<file path="config.mk">
export PLATFORM = sky130hd
export DESIGN_NAME = insn_encoder
export DESIGN_NICKNAME = d
export VERILOG_FILES = /design/src/rtl/insn_encoder_pkg.sv /design/src/rtl/insn_field_check.sv /design/src/rtl/insn_encoder.sv
export SDC_FILE = /design/constraint.sdc
export NUM_CORES = 1
export LEC_CHECK = 0
export ABC_AREA = 1
export BUFFER_PORTS_ARGS = -buffer_cell sky130_fd_sc_hd__buf_2
export CORE_MARGIN = 2
export CORE_UTILIZATION = 55
export CTS_BUF_LIST = sky130_fd_sc_hd__clkbuf_16
export CTS_CLUSTER_SIZE = 25
export DETAILED_ROUTE_END_ITERATION = 10
export PLACE_DENSITY = 0.8
export SYNTH_ARGS = -nofsm -noshare
export SYNTH_HDL_FRONTEND = slang
export SYNTH_SLANG_ARGS = --single-unit
</file>
<file path="constraint.sdc">
create_clock -name clk -period 2.3 [get_ports clk]
set_clock_uncertainty 0.05 [all_clocks]
set_input_delay 0.115 -clock clk [delete_from_list [all_inputs] [get_ports clk]]
set_output_delay 0.115 -clock clk [all_outputs]
set_load 0.02 [all_outputs]
</file>
<file path="src/rtl/insn_encoder_pkg.sv">
// rtl/insn_encoder_pkg.sv - shared class/ALU/opcode constants and RV32I field packing
package insn_encoder_pkg;

  typedef enum logic [3:0] {
    R_TYPE   = 4'd0,
    IMM      = 4'd1,
    LOADS    = 4'd2,
    STORES   = 4'd3,
    BRANCHES = 4'd4,
    JAL      = 4'd5,
    JALR     = 4'd6,
    LUI      = 4'd7,
    AUIPC    = 4'd8
  } insn_class_e;

  typedef enum logic [3:0] {
    ADD   = 4'd0,
    SUB   = 4'd1,
    SLL   = 4'd2,
    SLT   = 4'd3,
    SLTU  = 4'd4,
    XOR   = 4'd5,
    SRL   = 4'd6,
    SRA   = 4'd7,
    OR    = 4'd8,
    AND   = 4'd9,
    PCADD = 4'd10
  } alu_sel_e;

  localparam logic [6:0]  OPC_OP     = 7'b0110011;
  localparam logic [6:0]  OPC_OP_IMM = 7'b0010011;
  localparam logic [6:0]  OPC_LOAD   = 7'b0000011;
  localparam logic [6:0]  OPC_STORE  = 7'b0100011;
  localparam logic [6:0]  OPC_BRANCH = 7'b1100011;
  localparam logic [6:0]  OPC_JAL    = 7'b1101111;
  localparam logic [6:0]  OPC_JALR   = 7'b1100111;
  localparam logic [6:0]  OPC_LUI    = 7'b0110111;
  localparam logic [6:0]  OPC_AUIPC  = 7'b0010111;
  localparam logic [31:0] NOP_INSN   = 32'h0000_0013;

  function automatic logic [2:0] alu_funct3(input logic [3:0] alu);
    logic [2:0] f3;
    case (alu)
      SLL:      f3 = 3'b001;
      SLT:      f3 = 3'b010;
      SLTU:     f3 = 3'b011;
      XOR:      f3 = 3'b100;
      SRL, SRA: f3 = 3'b101;
      OR:       f3 = 3'b110;
      AND:      f3 = 3'b111;
      default:  f3 = 3'b000;
    endcase
    return f3;
  endfunction

  // Assumes the request already passed the legality check.
  function automatic logic [31:0] pack_insn(
    input logic [3:0]  cls,
    input logic [3:0]  alu,
    input logic [2:0]  f3,
    input logic [4:0]  rd,
    input logic [4:0]  rs1,
    input logic [4:0]  rs2,
    input logic [31:0] imm
  );
    logic [31:0] w;
    logic [2:0]  af3;
    logic        alt;
    af3 = alu_funct3(alu);
    alt = (alu == SUB) || (alu == SRA);
    w   = NOP_INSN;
    case (cls)
      R_TYPE:   w = {1'b0, alt, 5'b0, rs2, rs1, af3, rd, OPC_OP};
      IMM: begin
        if (alu == SLL || alu == SRL || alu == SRA)
          w = {1'b0, alt, 5'b0, imm[4:0], rs1, af3, rd, OPC_OP_IMM};
        else
          w = {imm[11:0], rs1, af3, rd, OPC_OP_IMM};
      end
      LOADS:    w = {imm[11:0], rs1, f3, rd, OPC_LOAD};
      STORES:   w = {imm[11:5], rs2, rs1, f3, imm[4:0], OPC_STORE};
      BRANCHES: w = {imm[12], imm[10:5], rs2, rs1, f3, imm[4:1], imm[11], OPC_BRANCH};
      JAL:      w = {imm[20], imm[10:1], imm[11], imm[19:12], rd, OPC_JAL};
      JALR:     w = {imm[11:0], rs1, 3'b000, rd, OPC_JALR};
      LUI:      w = {imm[31:12], rd, OPC_LUI};
      AUIPC:    w = {imm[31:12], rd, OPC_AUIPC};
      default:  w = NOP_INSN;
    endcase
    return w;
  endfunction

endpackage

</file>
<file path="src/rtl/insn_field_check.sv">
// rtl/insn_field_check.sv - combinational legality/range check of an encode request
module insn_field_check
  import insn_encoder_pkg::*;
#(
  parameter int DWIDTH = 32
) (
  input  logic [3:0]        class_i,
  input  logic [3:0]        alusel_i,
  input  logic [2:0]        funct3_i,
  input  logic [DWIDTH-1:0] imm_i,
  output logic              illegal_o
);

  // True when v is representable as a two's-complement value of 'bits' bits.
  function automatic logic fits_signed(input logic [DWIDTH-1:0] v, input int unsigned bits);
    logic [DWIDTH-1:0] hi;
    hi = $signed(v) >>> (bits - 1);
    return (hi == '0) || (hi == '1);
  endfunction

  logic fits12;
  logic shamt_ok;

  assign fits12   = fits_signed(imm_i, 12);
  assign shamt_ok = (imm_i >> 5) == '0;

  always_comb begin
    illegal_o = 1'b0;
    case (class_i)
      R_TYPE: illegal_o = alusel_i > AND;
      IMM: begin
        case (alusel_i)
          ADD, XOR, OR, AND, SLT, SLTU: illegal_o = !fits12;
          SLL, SRL, SRA:                illegal_o = !shamt_ok;
          default:                      illegal_o = 1'b1;
        endcase
      end
      LOADS:    illegal_o = !fits12 || !(funct3_i inside {3'd0, 3'd1, 3'd2, 3'd4, 3'd5});
      STORES:   illegal_o = !fits12 || (funct3_i > 3'd2);
      BRANCHES: illegal_o = !fits_signed(imm_i, 13) || imm_i[0] || (funct3_i inside {3'd2, 3'd3});
      JAL:      illegal_o = !fits_signed(imm_i, 21) || imm_i[0];
      JALR:     illegal_o = !fits12;
      LUI, AUIPC: illegal_o = imm_i[11:0] != 12'd0;
      default:  illegal_o = 1'b1;
    endcase
  end

endmodule

</file>
<file path="src/rtl/insn_encoder.sv">
// rtl/insn_encoder.sv - two-stage RV32I instruction encoder with valid/ready handshakes
module insn_encoder
  import insn_encoder_pkg::*;
#(
  parameter int DWIDTH = 32
) (
  input  logic              clk,
  input  logic              reset_n,
  input  logic              valid_i,
  output logic              ready_o,
  input  logic [3:0]        class_i,
  input  logic [3:0]        alusel_i,
  input  logic [2:0]        funct3_i,
  input  logic [4:0]        rd_i,
  input  logic [4:0]        rs1_i,
  input  logic [4:0]        rs2_i,
  input  logic [DWIDTH-1:0] imm_i,
  output logic              valid_o,
  input  logic              ready_i,
  output logic [DWIDTH-1:0] insn_o,
  output logic              err_o,
  output logic [15:0]       enc_cnt_o,
  output logic [15:0]       err_cnt_o
);

  logic              s1_valid_q, s1_valid_d;
  logic [3:0]        s1_class_q, s1_class_d;
  logic [3:0]        s1_alu_q,   s1_alu_d;
  logic [2:0]        s1_f3_q,    s1_f3_d;
  logic [4:0]        s1_rd_q,    s1_rd_d;
  logic [4:0]        s1_rs1_q,   s1_rs1_d;
  logic [4:0]        s1_rs2_q,   s1_rs2_d;
  logic [DWIDTH-1:0] s1_imm_q,   s1_imm_d;

  logic              s2_valid_q, s2_valid_d;
  logic [DWIDTH-1:0] s2_insn_q,  s2_insn_d;
  logic              s2_err_q,   s2_err_d;
  logic [15:0]       enc_cnt_q,  enc_cnt_d;
  logic [15:0]       err_cnt_q,  err_cnt_d;

  logic        s2_free;
  logic        out_xfer;
  logic        s1_illegal;
  logic [31:0] s1_word;

  insn_field_check #(.DWIDTH(DWIDTH)) u_field_check (
    .class_i   (s1_class_q),
    .alusel_i  (s1_alu_q),
    .funct3_i  (s1_f3_q),
    .imm_i     (s1_imm_q),
    .illegal_o (s1_illegal)
  );

  assign s1_word = s1_illegal ? NOP_INSN
                 : pack_insn(s1_class_q, s1_alu_q, s1_f3_q, s1_rd_q, s1_rs1_q, s1_rs2_q, s1_imm_q[31:0]);

  // Depends only on registered state and ready_i, never on valid_i.
  assign s2_free  = !s2_valid_q || ready_i;
  assign ready_o  = !s1_valid_q || s2_free;
  assign out_xfer = s2_valid_q && ready_i;

  assign valid_o   = s2_valid_q;
  assign insn_o    = s2_insn_q;
  assign err_o     = s2_err_q;
  assign enc_cnt_o = enc_cnt_q;
  assign err_cnt_o = err_cnt_q;

  always_comb begin
    s1_valid_d = s1_valid_q;
    s1_class_d = s1_class_q;
    s1_alu_d   = s1_alu_q;
    s1_f3_d    = s1_f3_q;
    s1_rd_d    = s1_rd_q;
    s1_rs1_d   = s1_rs1_q;
    s1_rs2_d   = s1_rs2_q;
    s1_imm_d   = s1_imm_q;
    s2_valid_d = s2_valid_q;
    s2_insn_d  = s2_insn_q;
    s2_err_d   = s2_err_q;
    enc_cnt_d  = enc_cnt_q;
    err_cnt_d  = err_cnt_q;

    if (ready_o) begin
      s1_valid_d = valid_i;
      if (valid_i) begin
        s1_class_d = class_i;
        s1_alu_d   = alusel_i;
        s1_f3_d    = funct3_i;
        s1_rd_d    = rd_i;
        s1_rs1_d   = rs1_i;
        s1_rs2_d   = rs2_i;
        s1_imm_d   = imm_i;
      end
    end

    if (s2_free) begin
      s2_valid_d = s1_valid_q;
      if (s1_valid_q) begin
        s2_insn_d = DWIDTH'(s1_word);
        s2_err_d  = s1_illegal;
      end
    end

    if (out_xfer) begin
      if (s2_err_q && err_cnt_q != 16'hFFFF)
        err_cnt_d = err_cnt_q + 16'd1;
      if (!s2_err_q && enc_cnt_q != 16'hFFFF)
        enc_cnt_d = enc_cnt_q + 16'd1;
    end
  end

  always_ff @(posedge clk or negedge reset_n) begin
    if (!reset_n) begin
      s1_valid_q <= 1'b0;
      s1_class_q <= '0;
      s1_alu_q   <= '0;
      s1_f3_q    <= '0;
      s1_rd_q    <= '0;
      s1_rs1_q   <= '0;
      s1_rs2_q   <= '0;
      s1_imm_q   <= '0;
      s2_valid_q <= 1'b0;
      s2_insn_q  <= '0;
      s2_err_q   <= 1'b0;
      enc_cnt_q  <= '0;
      err_cnt_q  <= '0;
    end else begin
      s1_valid_q <= s1_valid_d;
      s1_class_q <= s1_class_d;
      s1_alu_q   <= s1_alu_d;
      s1_f3_q    <= s1_f3_d;
      s1_rd_q    <= s1_rd_d;
      s1_rs1_q   <= s1_rs1_d;
      s1_rs2_q   <= s1_rs2_d;
      s1_imm_q   <= s1_imm_d;
      s2_valid_q <= s2_valid_d;
      s2_insn_q  <= s2_insn_d;
      s2_err_q   <= s2_err_d;
      enc_cnt_q  <= enc_cnt_d;
      err_cnt_q  <= err_cnt_d;
    end
  end

endmodule

</file>
==> impl_metrics.tcl, run 1 <==
set metrics [dict create \
    outcome "completed" \
    overflow 0 \
    die_area_um2 11900 \
    cp.arrival_ns 2.33 \
    cts_resized 0 \
    synth_common_cells "182 x nand2_1, 124 x dfrtp_1, 105 x nor2_1, 75 x inv_1, 48 x a21oi_1" \
    syn-num-nets 804 \
    synthArstFlopShare_pct 100 \
    routed_wl_um 16400 \
    cp_common_cell "nand2_1" \
    cts.htree.levels 4 \
    slowest_delay_ns 0.69 \
    vias_per_cell 5.28 \
    fin_crit_sh_pct 90.8 \
    ys_seq_area_share_pct 51.1 \
    rows 38 \
    worstSetupStartpointType "input port" \
    globalplace.congestion 0.906 \
    leakagePower_nw 4.11 \
    holdWs_ns 0.190 \
    worstMarginPinSlew_ns 0.890 \
    ir_drop_uv 634 \
    drive_gt1_share_pct 22.6 \
    clk-insertion-delay-late_ns 0.41 \
    hold_viol_final 0 \
    post_cts.repair.setup_buffers 0 \
    final_cell_area_um2 8110 \
    cp_num_buf_inv 5 \
    ys_types 38 \
    rsz0062_at_grt "no" \
    layout_min_cycle_time_ns 2.09 \
    yosysMostFrequentCell "nand2_1" \
    critPathSlowestCell "clkinv_1" \
    grtUsageTotal_pct 29.2 \
    grt_pass1_vias 5651 \
    grt_max_degree 55 \
    drt.antenna.violating_nets 0 \
    drtPass1Iterations 5 \
    grt_pass1_wl_um 26800 \
    fin_tns_setup_ns 0 \
    synth_top_area_share_pct 51.1 \
    die_h_um 109 \
    fp.dieW_um 109 \
    cts_made_buffers 17 \
    synth-main-ff-cell "dfrtp_1" \
    place_ws_ns 0.246 \
    cap_violations 0 \
    crit_chain "dlygate4sd3_1 > buf_2 > inv_1 > nand2_1 > nand2_1 > inv_1 > nand2_1 > clkinv_1 > o21ai_0 > o21ai_2" \
    hpwl_um 11100 \
    numPlacedInstances 1000 \
    initial_utilization_pct 56.3 \
    netlist_top_cells_area "dfrtp_1 51%, nand2_1 11%, nor2_1 6.5%" \
    hp-class "in -> reg" \
    critPathTopFamily "buffers and inverters" \
    fin_nets 1003 \
    cts_buffer_depth 2 \
    synth_seq_cells 124 \
    cp-end-kind "register" \
    slew_headroom_pct 40.3 \
    area_growth_pct 33.5 \
    final-instance-count-excl-fill 1092 \
    wire_per_inst_um 15.0 \
    core_area_um2 10800 \
    power_mw 6.85 \
    critPathRequiredTime_ns 2.54 \
    synth_edf_count 0 \
    finalSetupViolations 0 \
    vias 5762 \
    io_pins 129 \
    yosys.area.top_type "dfrtp_1" \
    io_buffers 128 \
    clk_pin_slew_ns 0.06 \
    path_class "in -> reg" \
    cts_tree "built" \
    drc_errors 0 \
    final_util_pct 75.1 \
    antenna_cells 0 \
    first_iter_violations 359 \
    setup_slack_ns 0.212 \
    syn_area_um2 6070 \
    fmax_ghz 0.479 \
    ys_warn_count 0 \
    antenna_found_initial 0 \
    clock-sinks 124 \
    final_max_slew_viol_count 0 \
    syn-instance-count 740 \
    powerDensity_nw_per_um2 846 \
    root_buffer "clkbuf_16" \
    dpl_cell_area_um2 6940 \
    syn_area_per_cell_um2 8.21 \
    crit_fanout 28 \
]
==> kinds of logic (layout without fill, tap and decap cells) <==
kind of cell,after synthesis,in the layout,share of synthesized area [%]
AOI/OAI and AO/OA,117,117,11.1
and+or+nand+nor,354,354,24.1
muxes,13,13,2.41
DFF,124,124,51.1
adders and majority gates,2,2,0.412
buffers and inverters,101,313,6.74
xor gates and xnor gates,29,29,4.18
==> routing by layer <==
| metal | GRT usage [%] | vias up | share of wire, % |
|---|---|---|---|
| met5 | 0 | - | 0 |
| met4 | 10.3 | 0 | 2.3 |
| met3 | 5.80 | 37 | 5.7 |
| met2 | 50.7 | 226 | 50 |
| met1 | 36.1 | 2713 | 42 |
| li1 | - | 2786 | - |
==> final timing paths <==
check / cells past startpoint / slack, ns / from / endpoint
setup / recovery: 10 / 0.21 / ready_i / insn_o[30]
hold / removal: 4 / 0.19 / valid_i / s1_imm_q[3]
setup reg to reg: 7 / 0.22 / s1_class_q[1] / insn_o[30]
hold reg to reg: 2 / 0.43 / insn_o[7] / insn_o[7]
max in group asynchronous: 3 / 1.30 / reset_n / s1_imm_q[21]
min in group asynchronous: 2 / 0.21 / reset_n / err_cnt_o[4]
==> worst register-to-register path, stage by stage (launching register included) <==
cell      delay (ns)
dfrtp_1         0.47
nor2_2          0.09
nand2_1         0.07
nand2_1         0.07
nand2_1         0.07
clkinv_1        0.69
o21ai_0         0.38
o21ai_2         0.09
==> what timing repair did <==
action                     in CTS  in global routing
hold buffers                   60                  0
hold endpoints to repair      103                  0
setup endpoints to repair       0                  0
==> flip-flops by register name, summed over array words and instances, names as in the netlist <==
signal      flops
enc_cnt_o      16
err_cnt_o      16
err_o           1
insn_o         31
s1_alu_q        4
s1_class_q      4
s1_f3_q         3
s1_imm_q       32
s1_rd_q         5
s1_rs1_q        5
s1_rs2_q        5
s1_valid_q      1
valid_o         1
==> cells in the final DEF, fill, tap and decap left out, drive strengths merged, types with 2 or more instances in the layout <==
cell         count
nand3           28
xnor2            9
mux2            13
inv             81
clkinv           8
clkinvlp         4
o21ai           45
xor2            20
o221ai           3
nor2           112
nand4           11
nand3b           2
nand2          187
buf            142
dfrtp          124
clkbuf          17
ha               2
o211ai           3
or2              2
nor3             7
a21oi           50
o22ai           13
nor4             3
dlygate4sd3     60
==> final cells by class <==
| cell class | count | area, um2 |
|---|---|---|
| inverter | 79 | 297 |
| multi-input combinational | 515 | 2570 |
| clock buffer | 17 | 425 |
| clock inverter | 15 | 139 |
| sequential | 124 | 3100 |
| timing repair buffer | 202 | 1400 |
| fill | 798 | 2690 |
| tap | 140 | 175 |
==> where the power goes <==
part / total (mW) / internal (mW) / leakage (nW) / switching, mW
combinational: 1.59 / 0.583 / 2.33 / 1.00
sequential: 2.73 / 2.47 / 1.51 / 0.257
clock: 2.54 / 1.50 / 0.264 / 1.04
Note: power is estimated with default switching activity, not from simulation.
==> run 2, diff against run 1 <==
--- a/config.mk
+++ b/config.mk
@@ -7,12 +7,13 @@
 export LEC_CHECK = 0
 export ABC_AREA = 1
-export BUFFER_PORTS_ARGS = -buffer_cell sky130_fd_sc_hd__buf_2
 export CORE_MARGIN = 2
-export CORE_UTILIZATION = 55
+export CORE_UTILIZATION = 62
 export CTS_BUF_LIST = sky130_fd_sc_hd__clkbuf_16
 export CTS_CLUSTER_SIZE = 25
 export DETAILED_ROUTE_END_ITERATION = 10
-export PLACE_DENSITY = 0.8
+export DONT_BUFFER_PORTS = 1
+export PLACE_DENSITY = 0.78
 export SYNTH_ARGS = -nofsm -noshare
 export SYNTH_HDL_FRONTEND = slang
+export SYNTH_HIERARCHICAL = 1
 export SYNTH_SLANG_ARGS = --single-unit
==> constraint.sdc (replaced) <==
create_clock -name clk -period 2.3 [get_ports clk]
set_clock_uncertainty 0.05 [all_clocks]
set_input_delay 0.46 -clock clk [delete_from_list [all_inputs] [get_ports clk]]
set_output_delay 0.46 -clock clk [all_outputs]
set_load 0.02 [all_outputs]
==> impl_metrics.tcl, run 2 <==
set metrics [dict create \
    fmax_ghz 0.464 \
    grt_pass1_vias 5455 \
    syn_area_um2 6440 \
    slew_headroom_pct 67.3 \
    cts_tree "built" \
    cap_violations 0 \
    drive_gt1_share_pct 13.0 \
    synth_top_area_share_pct 48.2 \
    path_class "reg -> reg" \
    fin_tns_setup_ns 0 \
    rsz0062_at_grt "no" \
    p_sw_mw 2.27 \
    post_cts.repair.setup_buffers 0 \
    hold_viol_final 124 \
    holdWs_ns -0.307 \
    die_h_um 106 \
    clock-sinks 124 \
    die_area_um2 11200 \
    final_cell_mix "287 x nand2_1, 124 x dfrtp_1, 90 x nor2_1, 58 x inv_1, 48 x mux2_2" \
    leakagePower_nw 3.44 \
    yosysMostFrequentCell "nand2_1" \
    vias 5548 \
    ir_drop_uv 567 \
    hpwl_um 11400 \
    layout_min_cycle_time_ns 2.15 \
    numPlacedInstances 926 \
    switching_share_pct 32.8 \
    outcome "finished with violations" \
    globalplace.congestion 0.960 \
    setup_slack_ns 0.145 \
    overflow 0 \
    netlist_top_cells_area "dfrtp_1 48%, nand2_1 17%, mux2_2 8.4%" \
    yosys.area.top_type "dfrtp_1" \
    top_register "s1_imm_q" \
    synth_common_cells "288 x nand2_1, 124 x dfrtp_1, 92 x nor2_1, 56 x inv_1, 48 x mux2_2" \
    seqPwrFrac_pct 44.9 \
    final_max_slew_viol_count 0 \
    first_iter_violations 466 \
    clk_pin_slew_ns 0.06 \
    drt.antenna.violating_nets 0 \
    syn_area_per_cell_um2 8.08 \
    core_area_um2 10200 \
    powerDensity_nw_per_um2 959 \
    cts.htree.levels 4 \
    grtUsageTotal_pct 30.0 \
    fin_nets 873 \
    synth_seq_cells 124 \
    internal-power_mw 4.64 \
    rows 37 \
    worstSetupStartpointType "register" \
    initial_utilization_pct 63.2 \
    vias_per_cell 5.79 \
    root_buffer "clkbuf_16" \
    synth_edf_count 0 \
    cts_made_buffers 17 \
    place_ws_ns 0.135 \
    grt_max_degree 125 \
    hp-class "in -> async" \
    routed_wl_um 16300 \
    antenna_cells 0 \
    p_comb_share_pct 16.8 \
    critPathRequiredTime_ns 2.59 \
    synthArstFlopShare_pct 100 \
    final_common_cell "nand2_1" \
    ys_types 35 \
    wire_per_inst_um 17.1 \
    cp-end-kind "register" \
    drc_errors 0 \
    worstMarginPinSlew_ns 0.489 \
    fillers 806 \
    finalSetupViolations 0 \
    antenna_found_initial 0 \
    fin_crit_sh_pct 93.7 \
    drtPass1Iterations 7 \
    area_growth_pct 11.9 \
    synth-main-ff-cell "dfrtp_1" \
    io_pins 129 \
    violations "hold timing" \
    io_buffers 0 \
    cp.arrival_ns 2.44 \
    largest_register_ffs 32 \
    final-instance-count-excl-fill 958 \
    grt_pass1_wl_um 26500 \
    syn-instance-count 797 \
    ys_warn_count 6 \
    fp.dieW_um 106 \
    cts_buffer_depth 2 \
    clk-insertion-delay-late_ns 0.41 \
    syn-num-nets 861 \
    ys_seq_area_share_pct 48.2 \
    crit_fanout 17 \
    clkPwrFrac_pct 38.3 \
]
==> run 2: logic make-up (layout without fill, tap and decap cells) <==
logic type | Yosys count | after routing | share of synthesized area (%)
compound gates | 69 | 69 | 5.89
xor+xnor | 18 | 18 | 2.45
fa+ha+maj | 2 | 2 | 0.389
buf+inv | 77 | 102 | 5.01
flops | 124 | 124 | 48.2
mux | 48 | 48 | 8.39
simple gates | 459 | 459 | 29.7
==> run 2: timing repair <==
item	in CTS	in global routing
endpoints found under the setup margin	0	30
gates resized for setup	0	6
hold endpoints to repair	124	124
==> run 2: layer usage <==
layer | up-vias | wire length [um] | track usage [%]
li1 | 2576 | - | -
met1 | 2655 | 6610 | 37.8
met2 | 263 | 8040 | 48.9
met3 | 54 | 1080 | 7.17
met4 | 0 | 613 | 14.7
met5 | - | 0 | 0
==> run 2: power groups by stage <==
stage | clock network, mW | registers [mW] | logic, mW
finish | 2.64 | 3.10 | 1.16
CTS | 2.68 | 3.09 | 1.14
global placement | 0 | 3.10 | 1.08
global route | 2.77 | 3.15 | 1.30
detailed placement | 0 | 3.12 | 1.12
floorplan | 0 | 3.00 | 0.885
==> run 2: worst paths after layout <==
path                               from           end  slack, ns  depth (start not counted)
setup / recovery           s1_imm_q[19]    insn_o[11]       0.15                         16
setup reg to reg           s1_imm_q[19]    insn_o[11]       0.15                         16
hold / removal                  reset_n  enc_cnt_o[4]      -0.31                          0
min in group clk              imm_i[21]  s1_imm_q[21]       0.15                          1
hold reg to reg             s1_rs2_q[0]   s1_rs2_q[0]       0.46                          1
max in group asynchronous       reset_n   s1_rs1_q[3]       2.27                          0
==> run 2: final cells by class <==
cell class                 instances  area (um2)  share of cell area [%]
clock inverter                    15         158                    2.19
multi-input combinational        596        3030                    42.1
clock buffer                      17         425                    5.91
inverter                          60         230                    3.20
sequential                       124        3100                    43.1
tap                              136         170                    2.36
timing repair buffer              10        87.6                    1.22
==> run 2: through the flow <==
step	instance area [um2]	hold slack (ns)	power [mW]	util, %
3_5_place_dp	6610	0.117	4.24	64.9
6_report	7200	-0.307	6.91	70.7
2_1_floorplan	6440	0.114	3.88	-
5_1_grt	7200	-0.322	7.22	70.7
3_3_place_gp	6610	0.117	4.19	64.9
4_1_cts	7190	-0.316	6.91	70.6
==> run 2: critical path: stages (launching register included) <==
cell      delay, ns
dfrtp_1        0.45
nand2_1        0.09
nor2_1         0.13
nand2_1        0.09
nor2_1         0.13
nand2_1        0.11
nand2_1        0.08
nand2_1        0.05
nand2_1        0.05
nand2_1        0.04
nor2_1         0.09
nand2_1        0.12
nor2_4         0.16
o21ai_4        0.13
clkinv_4       0.14
nand2_1        0.08
nand2_1        0.09
